[src/rtl/instruction_fetch_unit.sv]
// Instruction fetch front end: drives word addresses to a combinational
// instruction memory and buffers fetched words in a 2-entry FIFO toward decode.
//
// state    | meaning
// ---------+------------------------------------------------------------
// ST_RESET | idle cycle after reset release, nothing fetched
// ST_FETCH | fetching at fetch_pc whenever the FIFO has (or frees) room
// ST_HALT  | fetch_pc out of range, no fetch; FIFO still drains
module instruction_fetch_unit #(
  parameter int unsigned MEM_WORDS = 101,
  parameter logic [31:0] RESET_PC  = 32'd0
) (
  input  logic        clock,
  input  logic        reset_n,
  output logic [31:0] read_address,
  input  logic [31:0] instruction,
  output logic [31:0] instr_out,
  output logic [31:0] pc_out,
  output logic        instr_valid,
  input  logic        instr_ready,
  input  logic        redirect,
  input  logic [31:0] redirect_pc,
  output logic        halted
);

  typedef enum logic [1:0] {ST_RESET, ST_FETCH, ST_HALT} state_t;

  localparam logic [31:0] LAST_PC = 32'(MEM_WORDS - 1);
  localparam logic [5:0]  OP_J    = 6'b000010;

  state_t      state_q, state_d;
  logic [31:0] fetch_pc_q, fetch_pc_d;
  logic [1:0]  count_q, count_d;
  logic [31:0] ent_pc_q [2];
  logic [31:0] ent_pc_d [2];
  logic [31:0] ent_instr_q [2];
  logic [31:0] ent_instr_d [2];

  logic       pop, push, in_range;
  logic [1:0] wr_sum;

  always_comb begin
    state_d     = state_q;
    fetch_pc_d  = fetch_pc_q;
    count_d     = count_q;
    ent_pc_d    = ent_pc_q;
    ent_instr_d = ent_instr_q;

    pop      = (count_q != 2'd0) && instr_ready;
    in_range = (fetch_pc_q <= LAST_PC);
    push     = (state_q == ST_FETCH) && !redirect && in_range &&
               ((count_q != 2'd2) || pop);
    // Slot for the new entry after an optional shift-out of the head.
    wr_sum   = count_q - {1'b0, pop};

    case (state_q)
      ST_RESET: state_d = ST_FETCH;
      ST_FETCH: if (!in_range) state_d = ST_HALT;
      ST_HALT:  state_d = ST_HALT;
      default:  state_d = ST_RESET;
    endcase

    if (redirect) begin
      // A head accepted in this same cycle still counts as delivered.
      state_d    = ST_FETCH;
      fetch_pc_d = redirect_pc;
      count_d    = 2'd0;
    end else begin
      if (pop) begin
        ent_pc_d[0]    = ent_pc_q[1];
        ent_instr_d[0] = ent_instr_q[1];
      end
      if (push) begin
        ent_pc_d[wr_sum[0]]    = fetch_pc_q;
        ent_instr_d[wr_sum[0]] = instruction;
        if (instruction[31:26] == OP_J)
          fetch_pc_d = {fetch_pc_q[31:26], instruction[25:0]};
        else
          fetch_pc_d = fetch_pc_q + 32'd1;
      end
      count_d = count_q + {1'b0, push} - {1'b0, pop};
    end
  end

  always_ff @(posedge clock or negedge reset_n) begin
    if (!reset_n) begin
      state_q    <= ST_RESET;
      fetch_pc_q <= RESET_PC;
      count_q    <= 2'd0;
      for (int i = 0; i < 2; i++) begin
        ent_pc_q[i]    <= '0;
        ent_instr_q[i] <= '0;
      end
    end else begin
      state_q     <= state_d;
      fetch_pc_q  <= fetch_pc_d;
      count_q     <= count_d;
      ent_pc_q    <= ent_pc_d;
      ent_instr_q <= ent_instr_d;
    end
  end

  assign read_address = fetch_pc_q;
  assign instr_valid  = (count_q != 2'd0);
  assign instr_out    = instr_valid ? ent_instr_q[0] : '0;
  assign pc_out       = instr_valid ? ent_pc_q[0] : '0;
  assign halted       = (state_q == ST_HALT);

endmodule

[config.mk]
export PLATFORM = sky130hd
export DESIGN_NAME = instruction_fetch_unit
export DESIGN_NICKNAME = d
export VERILOG_FILES = /design/src/rtl/instruction_fetch_unit.sv
export SDC_FILE = /design/constraint.sdc
export NUM_CORES = 1
export LEC_CHECK = 0
export ABC_AREA = 1
export BUFFER_PORTS_ARGS = -buffer_cell sky130_fd_sc_hd__buf_2
export CAP_MARGIN = 10
export CORE_UTILIZATION = 61
export CTS_CLUSTER_SIZE = 10
export DETAILED_ROUTE_END_ITERATION = 8
export HOLD_SLACK_MARGIN = 0.12
export PLACE_DENSITY = 0.87
export SETUP_SLACK_MARGIN = 0.15
export SLEW_MARGIN = 20
export SYNTH_ARGS = -nofsm -noshare
export SYNTH_HDL_FRONTEND = slang
export SYNTH_SLANG_ARGS = --single-unit
[constraint.sdc]
create_clock -name clock -period 3.2 [get_ports clock]
set_input_delay 0.48 -clock clock [delete_from_list [all_inputs] [get_ports clock]]
set_output_delay 0.48 -clock clock [all_outputs]
set_load 0.005 [all_outputs]
==> results.cfg <==
[status]
status = finished clean

[logic_synthesis]
synth_cell_types = 32
seq_area_frac_synth = 0.463
mappedNetlistNets = 1296
yosys_warnings = 0
yosys_register_bits = 164
avgSynthCellArea_um2 = 7.25
syn_inst = 1222
syn_area_mm2 = 0.00886

[setup_path]
worstSetupEndpoint = instr_out[18]
crit_start = count_q[0]$_DFF_PN0_
crit_slowest_cell = dfrtp_1
reg2reg_to = read_address[29]$_DFFE_PN0P_
start_kind = flop
r2r_cells = 13
path_max_fanout = 28
crit_type = flop to primary output
cp-end-kind = primary output
critPathArrivalTime_ns = 2.08
path_cells = inv_2 -> nand2_2 -> inv_2 -> buf_4 -> nor2_1 -> buf_2
path_common_cell = inv_2
required_ns = 2.72
max_stage_delay_ns = 0.48
r2r-start = read_address[0]$_DFFE_PN0P_
r2r_slack_ns = 0.67

[clock_network]
clock_sinks = 164
ctsHoldBuffers = 1
cts-resized-gates = 0
cts_tree = done
cts_buffers = 17
clk_pin_slew_ns = 0.06
post-cts-setup-buffers = 0
clockBufferDepth = 2
cts-root-buf = clkbuf_16
htree_levels = 4
clkLatencyLatePin_ns = 0.43

[place]
gp_congestion = 0.952
dp_slack_ns = 0.722
hpwlAfterDp_um = 15600
numPortBuffers = 165

[power]
ir_worst_vdd_uv = 333
power.switching_mw = 1.21
power.density_mw_per_mm2 = 460
seqPwrFrac = 0.475
swShare = 0.256
p_total_mw = 4.73
p_clk_frac = 0.418
p_int_mw = 3.52
combPwrFrac = 0.107
p_leak_nw = 5.81

[layout]
syn2layout_area_growth_pct = 15.9
num-nets-final = 1419
utilization = 0.731
drive_gt1_frac = 0.169

[sta]
drv_slew = 0
max_slew_margin = 0.358
setup_slack_ns = 0.641
post-route-period-util = 0.800
rsz0062_at_grt = false
setup-violations-final = 0
hold_viol = 0
worstMarginPinSlew_ns = 0.963
period_minus_slack_ns = 2.56
fmax_mhz = 391
fin_setup_tns_ns = 0
finalClockSkew_ns = 0.00576

[floorplanning]
rows = 43
start_util = 0.631
coreArea_mm2 = 0.0140
die_w_um = 123
die_h_um = 123
top_level_ports = 166
dieArea_mm2 = 0.0150

[min_path]
hold_class = input pin to flop
whs_path_depth = 3

[grt]
grt_overflow = 0
grtUsageTotal = 0.338
grt_pass1_vias = 7939
antenna_found_initial = 0
grt_pass1_wl_um = 39000
grt_start_max_net_pins = 117

[routing]
drt-initial-drc-count = 801
drtPass1Iterations = 5
wl_per_cell_um = 15.6
routed_via_density = 5.68
drcViolationCount = 0
wl_um = 23900
vias = 8737
drtAntennaViolNets = 0

[job]
cap_violations = 0
## worst min-delay path by stage
stage,from,endpoint,slack (ns)
2_1_floorplan,reset_n,async pin,0.18
3_3_place_gp,flop,flop,0.45
3_5_place_dp,flop,flop,0.45
4_1_cts,redirect_pc[28],read_address[28]$_DFFE_PN0P_,0.23
5_1_grt,redirect_pc[28],read_address[28]$_DFFE_PN0P_,0.24
6_report,redirect_pc[28],read_address[28]$_DFFE_PN0P_,0.24
## cells in the mapped netlist
| master | count | area share |
|---|---|---|
| nand3_1 | 109 | 0.062 |
| ha_1 | 6 | 0.0085 |
| a21oi_1 | 12 | 0.0068 |
| xnor2_1 | 2 | 0.0020 |
| clkbuf_1 | 23 | 0.0097 |
| buf_1 | 9 | 0.0038 |
| buf_4 | 3 | 0.0025 |
| inv_1 | 160 | 0.068 |
| o31ai_1 | 1 | 0.00085 |
| nor2_2 | 2 | 0.0014 |
| a22oi_1 | 20 | 0.017 |
| o21a_1 | 1 | 0.00085 |
| nand4_1 | 43 | 0.030 |
| nand4_4 | 1 | 0.0024 |
| and2_0 | 1 | 0.00071 |
| o21ai_0 | 122 | 0.069 |
| nand3b_1 | 1 | 0.00085 |
| buf_2 | 37 | 0.021 |
| nand4_2 | 1 | 0.0014 |
| nor3_2 | 1 | 0.0011 |
| or2_2 | 1 | 0.00071 |
| o21ai_1 | 2 | 0.0011 |
| buf_6 | 6 | 0.0076 |
| dfrtp_1 | 164 | 0.46 |
| nand2_2 | 4 | 0.0028 |
| xor2_4 | 1 | 0.0031 |
| inv_2 | 6 | 0.0025 |
| nor2_1 | 104 | 0.044 |
| xor2_1 | 7 | 0.0069 |
| nand2_1 | 367 | 0.16 |
| nor3_1 | 4 | 0.0023 |
| or2_1 | 1 | 0.00071 |
## critical path: cells and delay by family (launching register included)
| family | cells | cell delay [ns] |
|---|---|---|
| and+or+nand+nor | 2 | 0.18 |
| DFF | 1 | 0.48 |
| buffers and inverters | 4 | 0.99 |
## cells in the final DEF, fill, tap and decap left out, drive strengths merged
cell	count
a21oi	12
a22oi	20
and2	1
buf	181
bufinv	1
clkbuf	24
clkinv	6
clkinvlp	2
dfrtp	164
diode	1
dlygate4sd3	1
ha	6
inv	165
nand2	371
nand3	109
nand3b	1
nand4	45
nor2	106
nor3	5
o21a	1
o21ai	124
o31ai	1
or2	2
xnor2	2
xor2	8
## power by group through the flow
stage / Sequential (mW) / Combinational (mW) / Clock, mW
finish: 2.25 / 0.506 / 1.98
detailed placement: 2.28 / 0.495 / 0
global placement: 2.28 / 0.480 / 0
global route: 2.26 / 0.568 / 2.08
CTS: 2.24 / 0.504 / 1.99
floorplan: 2.27 / 0.268 / 0
## cell type report
cell class              instances  area, um^2
inverters                     166         624
fillers                      1126        3770
repair buffers                182        1000
multi-input cells             814        3740
flip-flops and latches        164        4100
clock inverters                 8        73.8
diodes                          1        2.50
clock buffers                  24         502
well taps                     180         225
## logic make-up (layout without fill, tap and decap cells)
family / after synthesis / after routing / synth area share
adders and majority gates: 6 / 6 / 0.00847
and+or+nand+nor: 640 / 640 / 0.306
AOI/OAI and AO/OA: 158 / 158 / 0.0955
xor gates and xnor gates: 10 / 10 / 0.0120
other: 0 / 1 / 0
DFF: 164 / 164 / 0.463
buffers and inverters: 244 / 380 / 0.115
## routing by layer
layer / global-route usage / routed length, um / up-vias
met4: 0.178 / 1130 / 0
met1: 0.445 / 9670 / 4118
li1: - / - / 4093
met3: 0.0669 / 1900 / 81
met2: 0.528 / 11300 / 445
met5: 0 / 0 / -
## per-stage QoR
step / std cells / cell area, um^2 / hold slack, ns
after floorplan: 1222 / 8860 / 0.184
after global placement: 1505 / 9680 / 0.449
after detailed placement: 1505 / 9680 / 0.452
after CTS: 1538 / 10300 / 0.234
after global routing: 1538 / 10300 / 0.244
final: 1539 / 10300 / 0.245
(Power assumes the default switching activity.)
